File: config.mk
export PLATFORM = sky130hd
export DESIGN_NAME = ram_arbiter_flat
export DESIGN_NICKNAME = d
export VERILOG_FILES = /design/src/rtl/ram_arbiter_pkg.sv /design/src/rtl/ram_arbiter_if.sv /design/src/rtl/ram_arbiter_tagpipe.sv /design/src/rtl/ram_arbiter.sv /design/src/flat_wrapper.sv
export SDC_FILE = /design/constraint.sdc
export NUM_CORES = 1
export LEC_CHECK = 0
export CELL_PAD_IN_SITES_DETAIL_PLACEMENT = 1
export CELL_PAD_IN_SITES_GLOBAL_PLACEMENT = 1
export CORE_UTILIZATION = 28
export CTS_CLUSTER_DIAMETER = 120
export DETAILED_ROUTE_END_ITERATION = 8
export GPL_ROUTABILITY_DRIVEN = 0
export HOLD_SLACK_MARGIN = 0.15
export PLACE_DENSITY = 0.81
export SYNTH_ARGS = -nofsm -noshare
export SYNTH_HDL_FRONTEND = slang
export SYNTH_HIERARCHICAL = 1
export SYNTH_SLANG_ARGS = --single-unit
File: constraint.sdc
create_clock -name clk -period 4.3 [get_ports clk]
set_input_delay 0.645 -clock clk [delete_from_list [all_inputs] [get_ports clk]]
set_output_delay 0.645 -clock clk [all_outputs]
set_load 0.01 [all_outputs]
File: src/rtl/ram_arbiter_pkg.sv
// ram_arbiter_pkg
// Shared definitions for the RAM arbiter slice: requester indices, the
// ownership/tag encoding and a helper that turns an owner into a one-hot
// requester vector.
// No ports (package).
package ram_arbiter_pkg;

    localparam int NUM_REQ    = 3;
    localparam int REQ_LOADER = 0;
    localparam int REQ_CPU    = 1;
    localparam int REQ_BLIT   = 2;

    // Owner encoding doubles as the requester tag carried down the read
    // pipeline; OWNER_NONE marks the unlocked (idle) ownership state.
    typedef enum logic [1:0] {
        OWNER_LOADER = 2'd0,
        OWNER_CPU    = 2'd1,
        OWNER_BLIT   = 2'd2,
        OWNER_NONE   = 2'd3
    } owner_e;

    typedef struct packed {
        logic   valid;
        owner_e tag;
    } tag_t;

    function automatic logic [NUM_REQ-1:0] ownerOneHot(input owner_e k);
        logic [NUM_REQ-1:0] v;
        v = '0;
        case (k)
            OWNER_LOADER: v = 3'b001;
            OWNER_CPU:    v = 3'b010;
            OWNER_BLIT:   v = 3'b100;
            default:      v = '0;
        endcase
        return v;
    endfunction

endpackage

File: src/rtl/ram_arbiter_if.sv
// ram_arbiter_if
// Bundles the three requester ports (loader, CPU, blitter) and the RAM
// primitive port of the arbiter.
//   req/lock/wr   per-requester request, burst lock and write select
//   addr/wdata    packed per-requester address and write data
//   gnt/rvalid    per-requester grant and read-data-valid
//   rdata         shared read data
//   ram_*         registered RAM controls and RAM read data
// slave  : arbiter view.  master : requester + RAM side view.
interface ram_arbiter_if
    import ram_arbiter_pkg::*;
#(
    parameter int ADDR_W = 12,
    parameter int DATA_W = 8
) ();

    logic [NUM_REQ-1:0]        req;
    logic [NUM_REQ-1:0]        lock;
    logic [NUM_REQ-1:0]        wr;
    logic [NUM_REQ*ADDR_W-1:0] addr;
    logic [NUM_REQ*DATA_W-1:0] wdata;
    logic [NUM_REQ-1:0]        gnt;
    logic [NUM_REQ-1:0]        rvalid;
    logic [DATA_W-1:0]         rdata;
    logic                      ram_en;
    logic                      ram_wr;
    logic [ADDR_W-1:0]         ram_addr;
    logic [DATA_W-1:0]         ram_in;
    logic [DATA_W-1:0]         ram_out;

    modport slave (
        input  req, lock, wr, addr, wdata, ram_out,
        output gnt, rvalid, rdata, ram_en, ram_wr, ram_addr, ram_in
    );

    modport master (
        output req, lock, wr, addr, wdata, ram_out,
        input  gnt, rvalid, rdata, ram_en, ram_wr, ram_addr, ram_in
    );

endinterface

File: src/rtl/ram_arbiter_tagpipe.sv
// ram_arbiter_tagpipe
// Carries {valid, requester} for each issued read alongside the RAM access so
// that the returning read data can be routed to the requester that asked.
//   i_clk, i_res  clock and synchronous active-high reset (flushes the pipe)
//   i_valid       a read was granted this cycle
//   i_tag         requester that was granted
//   o_rvalid      one-hot read-valid, DEPTH cycles after the grant edge
module ram_arbiter_tagpipe
    import ram_arbiter_pkg::*;
#(
    parameter int DEPTH = 2
) (
    input  logic               i_clk,
    input  logic               i_res,
    input  logic               i_valid,
    input  owner_e             i_tag,
    output logic [NUM_REQ-1:0] o_rvalid
);

    tag_t r_pipe [DEPTH];

    always_ff @(posedge i_clk) begin
        if (i_res) begin
            for (int i = 0; i < DEPTH; i++) r_pipe[i] <= '0;
        end else begin
            r_pipe[0] <= '{valid: i_valid, tag: i_tag};
            for (int i = 1; i < DEPTH; i++) r_pipe[i] <= r_pipe[i-1];
        end
    end

    always_comb begin
        o_rvalid = '0;
        if (r_pipe[DEPTH-1].valid) o_rvalid = ownerOneHot(r_pipe[DEPTH-1].tag);
    end

endmodule

File: src/rtl/ram_arbiter.sv
// ram_arbiter
// Shares one single-port RAM between the ROM loader, CPU and blitter.
// The loader has fixed priority, CPU and blitter alternate round-robin, and a
// requester holding lock keeps ownership for a capped burst. At most one
// access is issued per cycle; RAM controls are registered and read data is
// routed back through a tag pipeline.
//   clk, res  clock and synchronous active-high reset
//   bus       ram_arbiter_if slave: requester handshake and RAM port
module ram_arbiter
    import ram_arbiter_pkg::*;
#(
    parameter int ADDR_W      = 12,
    parameter int DATA_W      = 8,
    parameter int RAM_LATENCY = 1,
    parameter int MAX_BURST   = 16
) (
    input logic          clk,
    input logic          res,
    ram_arbiter_if.slave bus
);

    localparam logic [7:0] MAX_BURST_C = 8'(MAX_BURST);

    owner_e              r_owner;
    owner_e              w_ownerNext;
    logic [7:0]          r_burstCnt;
    logic [7:0]          w_burstNext;
    owner_e              r_rrPtr;
    owner_e              w_rrNext;
    logic [3:0]          w_reqExt;
    logic                w_winValid;
    owner_e              w_winIdx;
    logic                w_selLock;
    logic                w_selWr;
    logic [ADDR_W-1:0]   w_selAddr;
    logic [DATA_W-1:0]   w_selData;
    logic                r_ramEn;
    logic                r_ramWr;
    logic [ADDR_W-1:0]   r_ramAddr;
    logic [DATA_W-1:0]   r_ramIn;
    logic [NUM_REQ-1:0]  w_rvalid;

    // Winner selection. The request vector is padded so the idle owner code
    // indexes a constant zero. An owner at the burst cap drops to the normal
    // loader/round-robin rules for one arbitration.
    always_comb begin
        w_reqExt   = {1'b0, bus.req};
        w_winValid = 1'b0;
        w_winIdx   = OWNER_NONE;
        if (!res) begin
            if (r_owner != OWNER_NONE && w_reqExt[r_owner] && r_burstCnt < MAX_BURST_C) begin
                w_winValid = 1'b1;
                w_winIdx   = r_owner;
            end else if (bus.req[REQ_LOADER]) begin
                w_winValid = 1'b1;
                w_winIdx   = OWNER_LOADER;
            end else if (bus.req[REQ_CPU] && bus.req[REQ_BLIT]) begin
                w_winValid = 1'b1;
                w_winIdx   = r_rrPtr;
            end else if (bus.req[REQ_CPU]) begin
                w_winValid = 1'b1;
                w_winIdx   = OWNER_CPU;
            end else if (bus.req[REQ_BLIT]) begin
                w_winValid = 1'b1;
                w_winIdx   = OWNER_BLIT;
            end
        end
    end

    // Mux the winning requester's access fields.
    always_comb begin
        w_selLock = 1'b0;
        w_selWr   = 1'b0;
        w_selAddr = '0;
        w_selData = '0;
        for (int k = 0; k < NUM_REQ; k++) begin
            if (w_winValid && int'(w_winIdx) == k) begin
                w_selLock = bus.lock[k];
                w_selWr   = bus.wr[k];
                w_selAddr = bus.addr[k*ADDR_W +: ADDR_W];
                w_selData = bus.wdata[k*DATA_W +: DATA_W];
            end
        end
    end

    // Ownership / burst / round-robin next state. A cycle without any grant
    // means nobody is requesting, so a lock owner has let go.
    always_comb begin
        w_ownerNext = r_owner;
        w_burstNext = r_burstCnt;
        w_rrNext    = r_rrPtr;
        if (w_winValid) begin
            if (w_selLock) begin
                w_ownerNext = w_winIdx;
                w_burstNext = (r_owner == w_winIdx && r_burstCnt < MAX_BURST_C) ?
                              r_burstCnt + 8'd1 : 8'd1;
            end else begin
                w_ownerNext = OWNER_NONE;
                w_burstNext = 8'd0;
            end
            if (w_winIdx != OWNER_LOADER)
                w_rrNext = (r_rrPtr == OWNER_CPU) ? OWNER_BLIT : OWNER_CPU;
        end else begin
            w_ownerNext = OWNER_NONE;
            w_burstNext = 8'd0;
        end
    end

    always_ff @(posedge clk) begin
        if (res) begin
            r_owner    <= OWNER_NONE;
            r_burstCnt <= 8'd0;
            r_rrPtr    <= OWNER_CPU;
        end else begin
            r_owner    <= w_ownerNext;
            r_burstCnt <= w_burstNext;
            r_rrPtr    <= w_rrNext;
        end
    end

    // RAM port registers; address and data hold when no access is issued.
    always_ff @(posedge clk) begin
        if (res) begin
            r_ramEn   <= 1'b0;
            r_ramWr   <= 1'b0;
            r_ramAddr <= '0;
            r_ramIn   <= '0;
        end else begin
            r_ramEn <= w_winValid;
            r_ramWr <= w_winValid & w_selWr;
            if (w_winValid) begin
                r_ramAddr <= w_selAddr;
                r_ramIn   <= w_selData;
            end
        end
    end

    ram_arbiter_tagpipe #(
        .DEPTH (RAM_LATENCY + 1)
    ) u_tagpipe (
        .i_clk    (clk),
        .i_res    (res),
        .i_valid  (w_winValid & ~w_selWr),
        .i_tag    (w_winIdx),
        .o_rvalid (w_rvalid)
    );

    assign bus.gnt      = w_winValid ? ownerOneHot(w_winIdx) : '0;
    assign bus.rvalid   = w_rvalid;
    assign bus.rdata    = bus.ram_out;
    assign bus.ram_en   = r_ramEn;
    assign bus.ram_wr   = r_ramWr;
    assign bus.ram_addr = r_ramAddr;
    assign bus.ram_in   = r_ramIn;

endmodule

File: src/flat_wrapper.sv
// flat-port wrapper written by rule: the top's interface ports become plain ports
module ram_arbiter_flat import ram_arbiter_pkg::*;
#(
    parameter int ADDR_W      = 12,
    parameter int DATA_W      = 8,
    parameter int RAM_LATENCY = 1,
    parameter int MAX_BURST   = 16
)
  (clk, res, bus_req, bus_lock, bus_wr, bus_addr, bus_wdata, bus_ram_out, bus_gnt, bus_rvalid, bus_rdata, bus_ram_en, bus_ram_wr, bus_ram_addr, bus_ram_in);
  ram_arbiter_if #(.ADDR_W(ADDR_W), .DATA_W(DATA_W)) bus_i ();
  input logic clk;
  input logic res;
  input wire logic [$bits(bus_i.req)-1:0] bus_req;
  input wire logic [$bits(bus_i.lock)-1:0] bus_lock;
  input wire logic [$bits(bus_i.wr)-1:0] bus_wr;
  input wire logic [$bits(bus_i.addr)-1:0] bus_addr;
  input wire logic [$bits(bus_i.wdata)-1:0] bus_wdata;
  input wire logic [$bits(bus_i.ram_out)-1:0] bus_ram_out;
  output wire logic [$bits(bus_i.gnt)-1:0] bus_gnt;
  output wire logic [$bits(bus_i.rvalid)-1:0] bus_rvalid;
  output wire logic [$bits(bus_i.rdata)-1:0] bus_rdata;
  output wire logic [$bits(bus_i.ram_en)-1:0] bus_ram_en;
  output wire logic [$bits(bus_i.ram_wr)-1:0] bus_ram_wr;
  output wire logic [$bits(bus_i.ram_addr)-1:0] bus_ram_addr;
  output wire logic [$bits(bus_i.ram_in)-1:0] bus_ram_in;
  assign bus_i.req = bus_req;
  assign bus_i.lock = bus_lock;
  assign bus_i.wr = bus_wr;
  assign bus_i.addr = bus_addr;
  assign bus_i.wdata = bus_wdata;
  assign bus_i.ram_out = bus_ram_out;
  assign bus_gnt = bus_i.gnt;
  assign bus_rvalid = bus_i.rvalid;
  assign bus_rdata = bus_i.rdata;
  assign bus_ram_en = bus_i.ram_en;
  assign bus_ram_wr = bus_i.ram_wr;
  assign bus_ram_addr = bus_i.ram_addr;
  assign bus_ram_in = bus_i.ram_in;
  ram_arbiter #(.ADDR_W(ADDR_W), .DATA_W(DATA_W), .RAM_LATENCY(RAM_LATENCY), .MAX_BURST(MAX_BURST)) u_core (.clk(clk), .res(res), .bus(bus_i));
endmodule
Yosys cells after proc, flatten, opt, wreduce, memory -nomap -nowiden --
Memories as Yosys holds them, arrays and structs flattened. Index checks and enable logic that the tools add are counted.
Cells by class: muxes and demuxes 37, bitwise operators 8, $lt $le $gt $ge 2, reductions and logical operators 14, add/sub/neg operators 1, eq/ne operators 9
Operators with widths (count):
- $mux 12 | 3
- $mux 8 | 3
- $mux 1 | 18
- $pmux 3 s3 | 2
- $mux 2 | 6
- $mux 3 | 4
- $add 8x1->8 const B | 1
- $eq 2x2->1 const B | 4
- $lt 8x5->1 const B | 1
- $logic_and 1x1->1 | 7
- $eq 2x1->1 const B | 3
- $logic_not 2->1 | 3
- $not 1->1 | 4
- $reduce_or 4->1 | 1
- $lt 2x3->1 const B | 1
- $reduce_or 3->1 | 1
- $and 1x1->1 | 2
- $bmux 1 s2 | 1
- $eq 2x2->1 | 1
- $ne 2x2->1 const B | 1
- $or 1x1->1 | 2
- $reduce_and 2->1 | 1
- $reduce_bool 2->1 | 1
Storage, ports and cells: memories 1, output and inout port bits 36, memory bits (writable) 6, logic and storage cells 80, bits in registers 34, bits of input ports 79
Memories:
- u_core.u_tagpipe.r_pipe | words 2, bits a word 3, read ports 2, clocked after Yosys merged registers in 0, wr ports 2, line ram_arbiter_tagpipe.sv:20 | tag_t r_pipe [DEPTH];

Depth between registers and ports, before layout --
Gate-level depths: netlist (run 1).
depth in word-level cells 14, depth in mapped cells 9, gate-level depth less buffers 8

By module --
The synthesis (run 1) kept the hierarchy.
By module, submodules not included:
- ram_arbiter | area an instance 1746.7 µm², cells an instance 196, seq. area each 680.7 µm², times used 1
- ram_arbiter_tagpipe | area an instance 187.7 µm², cells an instance 15, seq. area each 120.1 µm², times used 1

Least setup slack after synthesis (run 1) --
Ideal clock, no wire load.
path kind input to output, from input bus_req[2], to output bus_gnt[2], required time 3.655 ns, arrival time 1.801 ns, slack 1.854 ns, stages 5, buffers on the path 1, path through nor3_1 -> nor2_1 -> nor2_1 -> clkbuf_1 -> nor2_1
On the way: word-level cells in the longest chain between the ends 9, elaborated cells between the ends (all ways) 22, those cells by class eq/ne (2); mux (16); reduce/logical (4)
RTL lines:
- start: declaration | line flat_wrapper.sv:13 | input wire logic [$bits(bus_i.req)-1:0] bus_req;
- $mux 1 / $bmux 1 s2 (equally long branches) | line ram_arbiter.sv:63, ram_arbiter.sv:51
- $mux 2 / $mux 1 (equally long branches) | line ram_arbiter.sv:60, ram_arbiter.sv:51
- $mux 2 / $logic_and 1x1->1 (equally long branches) | line ram_arbiter.sv:57, ram_arbiter.sv:51
- $mux 2 / $logic_and 1x1->1 (equally long branches) | line ram_arbiter.sv:54, ram_arbiter.sv:51
- $mux 2 | line ram_arbiter.sv:51 | if (r_owner != OWNER_NONE && w_reqExt[r_owner] && r_burstCnt < MAX_BURST_C) begin
- $mux 2 | line ram_arbiter.sv:50 | if (!res) begin
- $eq 2x2->1, or another cell as far along | line ram_arbiter_pkg.sv:30 | case (k)
- $pmux 3 s3 | line ram_arbiter_pkg.sv:30
- $mux 3 (*) | line ram_arbiter.sv:148 | assign bus.gnt = w_winValid ? ownerOneHot(w_winIdx) : '0;
- end: declaration | line flat_wrapper.sv:19 | output wire logic [$bits(bus_i.gnt)-1:0] bus_gnt;
Mark *: on every way between the ends. The rest lies on a longest branch, timed or not. The select of a mux whose other input is x is not followed.

Worst setup path after layout (run 1) --
from input bus_req[1], to output bus_gnt[1]
On the way: word-level cells in the longest chain between the ends 9, elaborated cells between the ends (all ways) 20, those cells by class eq/ne (2); mux (14); reduce/logical (4)
RTL lines (line):
- $bmux 1 s2 | ram_arbiter.sv:51
- $mux 1 (implied by the code) | ram_arbiter.sv:51
- $logic_and 1x1->1 (2 in a row) | ram_arbiter.sv:51
- $mux 2 | ram_arbiter.sv:51
- $mux 2 | ram_arbiter.sv:50
- $eq 2x2->1, or another cell as far along | ram_arbiter_pkg.sv:30
- $pmux 3 s3 | ram_arbiter_pkg.sv:30
- $mux 3 (*) | ram_arbiter.sv:148
Marks and branches as above.

==> results by group, run 1 <==
Finish
  – Layout cell share with drive strength beyond 1: between 8 and 9%
  – Fill count: ~760
  – Syn-to-layout area delta: 56.3%
  – Diode count: 0
  – Area of the multi-input gates: ~1000 µm²
  – Final net count: approximately 380
  – Register area: between 800 and 900 µm²

Clocking
  – CTS H-Tree Depth: 2
  – Post CTS Setup Buffer Count: 0
  – Clock root buffer: clkbuf_8
  – Post-CTS sizing: 0
  – CTS tree: done
  – Clock latency at the later pin of the worst-skew pair: 0.29 ns
  – Hold-fix buffers, CTS: 0
  – Clk sinks: 40
  – Clk buf depth: 2
  – CTS buffer count: 5
  – Worst-path clk slew: approximately 0.080 ns

GRT
  – GRT met2 Usage: between 30% and 40%
  – Largest net degree at the start of global routing: 34
  – Met1 GRT Util: between 20 and 25%
  – Grt total ovfl: 0
  – GR Util met3: between 4 and 5%
  – First-pass GRT wire length: 10,400 µm
  – Initial antenna violation count: 0
  – GR peak layer: met2
  – Vias in the first global route: ~2,200
  – Gr usage total: approximately 18%

Die
  – Die Span Y: 85.1 µm
  – Die area: just over 7000 µm²
  – Core Region: about 6500 µm²
  – I/O pin count: 115
  – Rows: 29
  – DIE WIDTH: between 80 and 90 µm
  – Starting Density: around 30%

Route
  – WL per Instance: ~17 µm
  – Post-route ant nets: 0
  – Via/cell ratio: 5.40
  – 1st-iter DRT viols: 68
  – DRT Pass-1 Iters: 4
  – Vias: approximately 2,000
  – Drt total wl: roughly 6400 µm
  – DRC violations left: 0

Setup path
  – R2r worst-path depth: 8
  – Crit path arrival time: slightly below 3 ns
  – Critical path peak fanout: 21
  – Crit end category: output port
  – Worst Path Required: 3.65 ns
  – CP Launch Type: input pin
  – Kind of critical path: input pin to output port
  – R2R Path Start: u_core/r_burstCnt[7]$_SDFF_PP0_
  – Reg2Reg Setup Slack: about 1.6 ns
  – RR Endpoint: u_core/r_burstCnt[4]$_SDFF_PP0_

Flow run
  – Max Cap Violations: 0

Timing
  – Tmin final: around 3.6 ns
  – Slew @ Worst Pin: a little over 0.7 ns
  – Final setup viols: 0
  – Final hold slack: 0.446 ns
  – Slew margin rel.: 52.0%
  – RSZ-0062 raised after global routing: false
  – Clk_skew: ~0.0085 ns
  – Achievable frequency: 279 MHz
  – Slew Limit Fails: 0
  – Setup TNS: 0 ns
  – Period utilization: between 80% and 90%
  – Hold Vio Cnt, Final: 0

Synth
  – Top cells by area, synth: dfxtp_1 41%, o221ai_1 9.1%, a22oi_1 8.2%
  – Async S/R FF share, synth: 0%
  – Synth Flop Type: dfxtp_1
  – Mapped Area: around 1900 µm²
  – Seq cells post-synth: 40
  – Post-synth top area cell: dfxtp_1
  – Mapped Cells: 211
  – Yosys cell types: 47
  – EDFF count, synth: 0
  – Sequential area share after synthesis: 41.4%
  – Top cell type's share of synthesized area: 41.4%
  – YS warnings: 6
  – Syn avg cell area: slightly above 9 µm²

Pwr
  – Internal Power: around 650 µW
  – Sw power: about 250 µW
  – Sw Ratio: 27.8%
  – Flop pwr share: around 47%
  – Pwr dens: between 200 and 300 nW/µm²
  – Combinational fraction of design power: 27.1%
  – Leak: approximately 0.0011 µW
  – Clk network pwr share: approximately a quarter
  – Peak supply drop: 0.132 mV

Place
  – I/O Buffers: 98
  – Hpwl dp: roughly 4700 µm

Worst hold path
  – Hold crit path type: flop to flop
  – WHS Endpoint: u_core/u_tagpipe/r_pipe[0][5]$_SDFF_PP0_
  – Hold Path Cell Cnt: 1
  – Min-delay src: u_core/u_tagpipe/r_pipe[0][2]$_SDFF_PP0_

Run status
  – Outcome: finished, final reports clean
-- placed cells by master, fill, tap and decap left out, drive strengths merged, types with 2 or more instances in the layout --
cell	Yosys	layout
or3	2	2
nand4	2	2
clkbuf	11	5
clkdlybuf4s50	0	98
nand3	2	2
a22oi	21	21
nor2	9	9
o21ai	2	2
a21oi	25	25
buf	11	5
conb	1	3
xnor2	2	2
o211ai	3	3
nor2b	8	8
mux2	2	2
nor4	4	4
nand2b	2	2
inv	7	7
dfxtp	40	40
and3b	3	3
nor3	6	6
o31ai	2	2
nor3b	2	2
o221ai	20	20
nand2	6	6
mux2i	2	2
-- critical path: stages --
cell	delay (ns)
clkdlybuf4s50_1	0.61
a21boi_0	0.17
or2_2	0.32
o211a_2	0.29
buf_4	0.22
nor2_4	0.13
clkdlybuf4s50_1	0.55
-- worst max-delay path by stage --
| stage | start | endpoint | slack (ns) | depth (start not counted) |
|---|---|---|---|---|
| 3_3_place_gp | bus_req[1] | bus_gnt[1] | 0.78 | 7 |
| 5_1_grt | bus_req[1] | bus_gnt[1] | 0.60 | 7 |
| 6_report | bus_req[1] | bus_gnt[1] | 0.71 | 7 |
| 4_1_cts | bus_req[1] | bus_gnt[1] | 0.73 | 7 |
| 3_5_place_dp | bus_req[1] | bus_gnt[1] | 0.73 | 7 |
| 2_1_floorplan | bus_req[2] | bus_gnt[2] | 1.85 | 5 |
-- logic make-up after synthesis --
logic type               after synthesis  synth area share [%]
AO/OA/AOI/OAI                         83                  30.9
XOR/XNOR                               3                  1.36
adder cells (fa/ha/maj)                1                 0.647
buffers and inverters                 29                  7.57
flip-flops                            40                  41.4
multiplexers                           4                  2.20
other                                  1                 0.194
AND/OR/NAND/NOR                       50                  15.7
-- layer usage --
metal,up-vias,part of all wire (%),routed length (µm)
li1,977,-,-
met1,984,42,2720
met2,69,50,3240
met3,10,5.8,373
met4,0,1.6,104
met5,-,0,0
-- final cells by class --
type | instances | share of cell area [%]
repair buffers | 103 | 33.7
multi-input cells | 144 | 33.1
flip-flops and latches | 40 | 26.5
well taps | 77 | 3.19
clock buffers | 5 | 2.28
inverters | 7 | 0.869
clock inverters | 2 | 0.414
-- power groups by stage --
| stage | registers (µW) | logic (µW) | clock network [µW] |
|---|---|---|---|
| after CTS | 419 | 246 | 250 |
| after detailed placement | 427 | 244 | 0 |
| after global routing | 423 | 263 | 266 |
| final | 419 | 244 | 238 |
| after floorplan | 432 | 105 | 0 |
| after global placement | 426 | 240 | 0 |
-- stage by stage --
stage,cell area [µm²],power [µW],setup WS [ns],utilization [%],cells
after floorplan,1940,536,1.85,-,213
after global placement,2940,666,0.781,45.3,371
after detailed placement,2940,671,0.733,45.3,371
after CTS,3020,914,0.725,46.5,378
after global routing,3020,952,0.600,46.5,378
final,3020,900,0.713,46.5,378
-- flip-flops by register name, summed over array words and instances, names as in the netlist --
name,count
u_core/bus.ram_in,8
u_core/bus.ram_wr,1
u_core/r_burstCnt,8
u_core/u_tagpipe/r_pipe,6
u_core/bus.ram_addr,12
u_core/bus.ram_en,1
u_core/r_rrPtr,2
u_core/r_owner,2
-- synthesized netlist by cell type (3+ instances only) --
cell type / number
a21oi_1: 24
a22oi_1: 21
and3b_1: 3
buf_4: 10
clkbuf_1: 11
dfxtp_1: 40
inv_1: 6
nand2_1: 5
nor2_1: 8
nor2b_1: 8
nor3_1: 6
nor4_1: 4
o211ai_1: 3
o221ai_1: 20
Note: power is estimated with default switching activity, not from simulation.
==> run 2, diff against run 1 <==
--- a/config.mk
+++ b/config.mk
@@ -7,12 +7,12 @@
 export LEC_CHECK = 0
 export CELL_PAD_IN_SITES_DETAIL_PLACEMENT = 1
 export CELL_PAD_IN_SITES_GLOBAL_PLACEMENT = 1
-export CORE_UTILIZATION = 28
+export CORE_UTILIZATION = 26
 export CTS_CLUSTER_DIAMETER = 120
 export DETAILED_ROUTE_END_ITERATION = 8
 export GPL_ROUTABILITY_DRIVEN = 0
 export HOLD_SLACK_MARGIN = 0.15
-export PLACE_DENSITY = 0.81
+export PLACE_DENSITY = 0.76
 export SYNTH_ARGS = -nofsm -noshare
 export SYNTH_HDL_FRONTEND = slang
 export SYNTH_HIERARCHICAL = 1
==> constraint.sdc (replaced) <==
create_clock -name clk -period 3.6 [get_ports clk]
set_input_delay 0.54 -clock clk [delete_from_list [all_inputs] [get_ports clk]]
set_output_delay 0.54 -clock clk [all_outputs]
set_load 0.01 [all_outputs]
==> run 2 against run 1 <==
Routed wire length increased by 0.59%. Combinational power increased by 21%. Core utilization decreased by 3.8 points. Critical path type unchanged. Largest power group unchanged.
==> results by group, run 2 (same netlist as run 1, synthesis figures left out) <==
Finish
  – Leading cell type in the layout, fill and taps excluded: clkdlybuf4s50_1
  – Commonest non-fill, non-tap cells in the layout: 98 x clkdlybuf4s50_1, 40 x dfxtp_1, 24 x a21oi_1, 21 x a22oi_1, 20 x o221ai_1
  – Fill count: 850
  – Layout cell share with drive strength beyond 1: a little under a tenth
  – Max FFs per register: 12
  – Diode count: 0
  – Syn-to-layout area delta: 59.6%
  – Final std cells w/o fill: 402
  – Final net count: about 380
  – Final core utilization: a little over two fifths

Clocking
  – Clock latency at the later pin of the worst-skew pair: between 0.2 and 0.3 ns
  – CTS H-Tree Depth: 2
  – CTS tree: done
  – Clock root buffer: clkbuf_8
  – Post-CTS sizing: 0
  – Clk buf depth: 2
  – Post CTS Setup Buffer Count: 0
  – CTS buffer count: 5
  – Hold-fix buffers, CTS: 0
  – Worst-path clk slew: ~0.08 ns
  – Clk sinks: 40

Place
  – Place WS: between 0.3 and 0.4 ns
  – I/O Buffers: between 90 and 100
  – Cells after DPL: a little under 400
  – Hpwl dp: 4770 µm

Die
  – Die area: 7790 µm²
  – Core Region: between 7000 and 8000 µm²
  – I/O pin count: between 100 and 150
  – Starting Density: 26.8%
  – DIE WIDTH: ~90 µm
  – Die Span Y: 88.3 µm
  – Rows: 31

Route
  – DRT Pass-1 Iters: 4
  – Drt total wl: approximately 6500 µm
  – Via/cell ratio: slightly above 5
  – Post-route ant nets: 0
  – Vias: roughly 2,000
  – 1st-iter DRT viols: 53
  – DRC violations left: 0
  – WL per Instance: approximately 16 µm

Timing
  – Slew @ Worst Pin: 0.598 ns
  – Final setup viols: 0
  – Slew Limit Fails: 0
  – RSZ-0062 raised after global routing: false
  – Setup TNS: 0 ns
  – Setup ws final: about 0.28 ns
  – Clk_skew: roughly 0.009 ns
  – Tmin final: around 3.3 ns
  – Slew margin rel.: 59.8%
  – Period utilization: 92.3%
  – Achievable frequency: 301 MHz
  – Hold Vio Cnt, Final: 0

GRT
  – Initial antenna violation count: 0
  – First-pass GRT wire length: 10,100 µm
  – Gr usage total: 17.2%
  – Largest net degree at the start of global routing: 28
  – Vias in the first global route: between 1,500 and 2,000
  – Grt total ovfl: 0

Setup path
  – Worst Path Required: around 3 ns
  – Crit path arrival time: 2.78 ns
  – Max incr delay on CP: ~0.61 ns
  – Critical path peak fanout: 7
  – Most used cell, CP: clkdlybuf4s50_1
  – Critical-path cell list: clkdlybuf4s50_1, a21boi_0, or2_2, o211a_2, nand2_2, nor2_1, clkdlybuf4s50_1
  – Crit end category: output port
  – Kind of critical path: input pin to output port
  – Slowest cell on crit path: clkdlybuf4s50_1
  – CP Launch Type: input pin

Pwr
  – Clk network pwr share: 31.3%
  – Internal Power: ~850 µW
  – Pwr dens: about 380 nW/µm²
  – Flop pwr share: between 40% and 50%
  – Peak supply drop: approximately 0.16 mV
  – Sw power: between 300 and 400 µW
  – Sw Ratio: approximately a quarter
  – Leak: 0.00110 µW
  – Combinational fraction of design power: 25.6%

Run status
  – Outcome: finished, final reports clean

Flow run
  – Max Cap Violations: 0

Worst hold path
  – Hold crit path type: flop to flop
==> run 2: critical path: cells and delay by family <==
kind	cells	cell delay [ns]
simple gates	3	0.51
buf+inv	2	1.17
compound gates	2	0.56
==> run 2: cell type report <==
type                            instances  area [µm²]  share of cell area, %
Timing Repair Buffer                  104        1030                   33.2
Sequential cell                        40         801                   25.9
Inverter                                7        26.3                  0.851
Tap cell                               99         124                   4.01
Clock inverter                          2        35.0                   1.13
Clock buffer                            6        72.6                   2.35
Multi-Input combinational cell        144        1000                   32.5
==> run 2: power by group through the flow <==
stage / clock network [µW] / logic [µW] / registers [µW]
floorplan: 0 / 125 / 516
global placement: 0 / 292 / 508
detailed placement: 0 / 296 / 509
CTS: 376 / 298 / 500
global route: 400 / 318 / 504
finish: 363 / 296 / 500
==> run 2: layer usage <==
| layer | track usage (%) | wire [µm] | part of all wire (%) |
|---|---|---|---|
| met5 | 0 | 0 | 0 |
| met4 | 4.84 | 66 | 1.0 |
| met3 | 6.25 | 513 | 7.9 |
| met2 | 29.0 | 3210 | 50 |
| met1 | 20.5 | 2680 | 41 |
==> run 2: worst paths after layout <==
kind	endpoint	depth (start not counted)	from	slack (ns)
min reg2reg	u_core/u_tagpipe/r_pipe[0][3]$_SDFF_PP0_	1	u_core/u_tagpipe/r_pipe[0][0]$_SDFF_PP0_	0.44
max	bus_gnt[0]	7	bus_req[2]	0.28
max reg2reg	u_core/r_burstCnt[4]$_SDFF_PP0_	7	u_core/r_burstCnt[7]$_SDFF_PP0_	1.21
min	u_core/u_tagpipe/r_pipe[0][3]$_SDFF_PP0_	1	u_core/u_tagpipe/r_pipe[0][0]$_SDFF_PP0_	0.44
==> run 2: per-stage QoR <==
| step | power, µW | cell area [µm²] | hold slack [ns] |
|---|---|---|---|
| detailed placement | 806 | 2980 | 0.430 |
| floorplan | 641 | 1940 | 0.414 |
| finish | 1160 | 3090 | 0.441 |
| CTS | 1170 | 3090 | 0.449 |
| global route | 1220 | 3090 | 0.468 |
| global placement | 800 | 2980 | 0.420 |
==> run 3, diff against run 2 <==
--- a/config.mk
+++ b/config.mk
@@ -7,12 +7,13 @@
 export LEC_CHECK = 0
 export CELL_PAD_IN_SITES_DETAIL_PLACEMENT = 1
 export CELL_PAD_IN_SITES_GLOBAL_PLACEMENT = 1
-export CORE_UTILIZATION = 26
+export CORE_MARGIN = 4
+export CORE_UTILIZATION = 24
 export CTS_CLUSTER_DIAMETER = 120
 export DETAILED_ROUTE_END_ITERATION = 8
 export GPL_ROUTABILITY_DRIVEN = 0
 export HOLD_SLACK_MARGIN = 0.15
-export PLACE_DENSITY = 0.76
+export PLACE_DENSITY = 0.74
 export SYNTH_ARGS = -nofsm -noshare
 export SYNTH_HDL_FRONTEND = slang
 export SYNTH_HIERARCHICAL = 1
==> constraint.sdc (replaced) <==
create_clock -name clk -period 2.79 [get_ports clk]
set_input_delay 0.4185 -clock clk [delete_from_list [all_inputs] [get_ports clk]]
set_output_delay 0.4185 -clock clk [all_outputs]
set_load 0.01 [all_outputs]
==> run 3 against run 2 <==
Cell count rose by 3.0%. Worst setup slack worse by 0.11 ns. Highest routed layer unchanged. Sequential cell count unchanged. Routed wire length grew 5.7%. Sequential power up 29%. Total power rose by 21%. Clock power about the same. Count of clock-buffer cells in the layout stayed put. First-iteration DRC count grew 75%.
==> results by group, run 3 (same netlist as run 1, synthesis figures left out) <==
Run status
  – Outcome: finished, final reports clean

GRT
  – Vias in the first global route: ~2,200
  – Initial antenna violation count: 0
  – Gr usage total: between 10% and 20%
  – First-pass GRT wire length: 11,100 µm
  – Grt total ovfl: 0
  – Largest net degree at the start of global routing: 24

Clocking
  – CTS H-Tree Depth: 2
  – Worst-path clk slew: approximately 0.070 ns
  – Hold-fix buffers, CTS: 0
  – CTS tree: done
  – Clk buf depth: 2
  – Clock latency at the later pin of the worst-skew pair: around 0.29 ns
  – Clk sinks: 40
  – Clock root buffer: clkbuf_8
  – CTS buffer count: 5

Worst hold path
  – WHS Endpoint: u_core/u_tagpipe/r_pipe[0][3]$_SDFF_PP0_
  – Hold crit path type: flop to flop
  – Min-delay src: u_core/u_tagpipe/r_pipe[0][0]$_SDFF_PP0_
  – Hold Path Cell Cnt: 1

Route
  – Vias: 2,062
  – Via/cell ratio: 4.98
  – DRT Pass-1 Iters: 4
  – Drt total wl: around 6800 µm
  – WL per Instance: ~17 µm
  – 1st-iter DRT viols: just over 90
  – DRC violations left: 0
  – Post-route ant nets: 0

Setup path
  – Kind of critical path: flop to output port
  – R2r worst-path depth: 7
  – Slowest cell on crit path: or4_4
  – Critical-path cell list: or4_4, or3_4, o211a_4, nand2_2, nor2_1, dlygate4sd2_1
  – CP Launch Type: flop
  – Crit path depth: 6
  – Max incr delay on CP: about 0.57 ns
  – Crit end category: output port
  – Critical path peak fanout: 4
  – CP top delay family: simple AND/OR/NAND/NOR gates
  – Reg2Reg Setup Slack: between 0.3 and 0.4 ns
  – R2R Path Start: u_core/r_burstCnt[7]$_SDFF_PP0_
  – Crit path arrival time: between 2 and 2.5 ns
  – RR Endpoint: u_core/r_burstCnt[4]$_SDFF_PP0_
  – Worst Path Required: roughly 2.4 ns
  – Crit path buffers/inverters: 1

Die
  – Die Span Y: between 90 and 100 µm
  – Starting Density: between 20 and 25%
  – Die area: roughly 9600 µm²
  – DIE WIDTH: 97.8 µm
  – I/O pin count: roughly 120
  – Rows: 32
  – Core Region: 7770 µm²

Finish
  – Max FFs per register: 12
  – Syn-to-layout area delta: 62.4%
  – Diode count: 0
  – Final net count: around 390
  – Fill count: about 920
  – Commonest non-fill, non-tap cells in the layout: 95 x clkdlybuf4s50_1, 40 x dfxtp_1, 24 x a21oi_1, 21 x a22oi_1, 20 x o221ai_1
  – Leading cell type in the layout, fill and taps excluded: clkdlybuf4s50_1
  – Layout cell share with drive strength beyond 1: 11.9%

Pwr
  – Peak supply drop: approximately 0.20 mV
  – Leak: between 0.001 and 0.0015 µW
  – Pwr dens: about 450 nW/µm²
  – Total power: 1400 µW

Timing
  – Setup TNS: 0 ns
  – Final setup viols: 0
  – Period utilization: between 90% and 100%
  – Tmin final: between 2 and 3 ns
  – Slew @ Worst Pin: slightly above 0.6 ns
  – Slew Limit Fails: 0
  – Slew margin rel.: between 50% and 60%
  – Achievable frequency: approximately 380 MHz
  – Clk_skew: slightly below 0.006 ns
  – RSZ-0062 raised after global routing: false
  – Hold Vio Cnt, Final: 0

Place
  – Hpwl dp: just over 5000 µm
  – I/O Buffers: between 90 and 100

Flow run
  – Max Cap Violations: 0
-- run 3: cell count changes in the layout (fill, tap and decap cells not counted) --
cell,delta
or3_4,+1
a21boi_0,-1
nor2_2,-1
a21boi_1,+1
clkdlybuf4s50_1,-3
o211a_2,-1
dlygate4sd2_1,+3
nor2_1,+1
or3_1,-1
buf_4,+10
bufinv_16,-1
o211a_4,+1
-- run 3: where the power goes --
part           total [µW]  switching [µW]  internal, µW
Sequential            645            28.5           616
Clock                 361             191           170
Combinational         393             165           228
Total                1400             385          1010
-- run 3: worst max-delay path by stage --
| stage | from | end | slack (ns) |
|---|---|---|---|
| CTS | u_core/r_burstCnt[7]$_SDFF_PP0_ | bus_gnt[2] | 0.15 |
| global placement | bus_req[2] | bus_gnt[0] | -0.03 |
| finish | u_core/r_burstCnt[7]$_SDFF_PP0_ | bus_gnt[0] | 0.17 |
| floorplan | u_core/r_burstCnt[7]$_SDFF_PP0_ | bus_gnt[1] | 0.66 |
| global route | u_core/r_burstCnt[7]$_SDFF_PP0_ | bus_gnt[2] | 0.08 |
| detailed placement | bus_req[2] | bus_gnt[0] | -0.08 |
-- run 3: area by class of cell --
class	instances	area [µm²]	share of cell area, %
multi-input combinational	144	1010	32.2
clock buffer	6	72.6	2.31
clock inverter	1	5.00	0.159
timing repair buffer	114	1100	34.9
tap	102	128	4.06
sequential	40	801	25.5
inverter	7	26.3	0.836
-- run 3: timing repair --
action	in CTS	in global routing
endpoints found under the setup margin	3	0
resized for setup	6	0
setup buffers	0	0
-- run 3: through the flow --
| stage | hold WS, ns | setup WS [ns] | utilization (%) | cells | area [µm²] |
|---|---|---|---|---|---|
| final | 0.446 | 0.166 | 40.4 | 414 | 3140 |
| after global routing | 0.462 | 0.0823 | 40.4 | 414 | 3140 |
| after CTS | 0.450 | 0.149 | 40.4 | 414 | 3140 |
| after detailed placement | 0.438 | -0.0762 | 39.3 | 407 | 3060 |
| after global placement | 0.419 | -0.0334 | 39.3 | 407 | 3060 |
| after floorplan | 0.414 | 0.664 | - | 213 | 1940 |
-- run 3: routing by layer --
metal	up-vias	wire length [µm]	GRT usage (%)
met5	-	0	0
met4	0	130	5.22
met3	16	654	6.07
met2	71	3370	25.8
met1	977	2690	14.8
li1	998	-	-
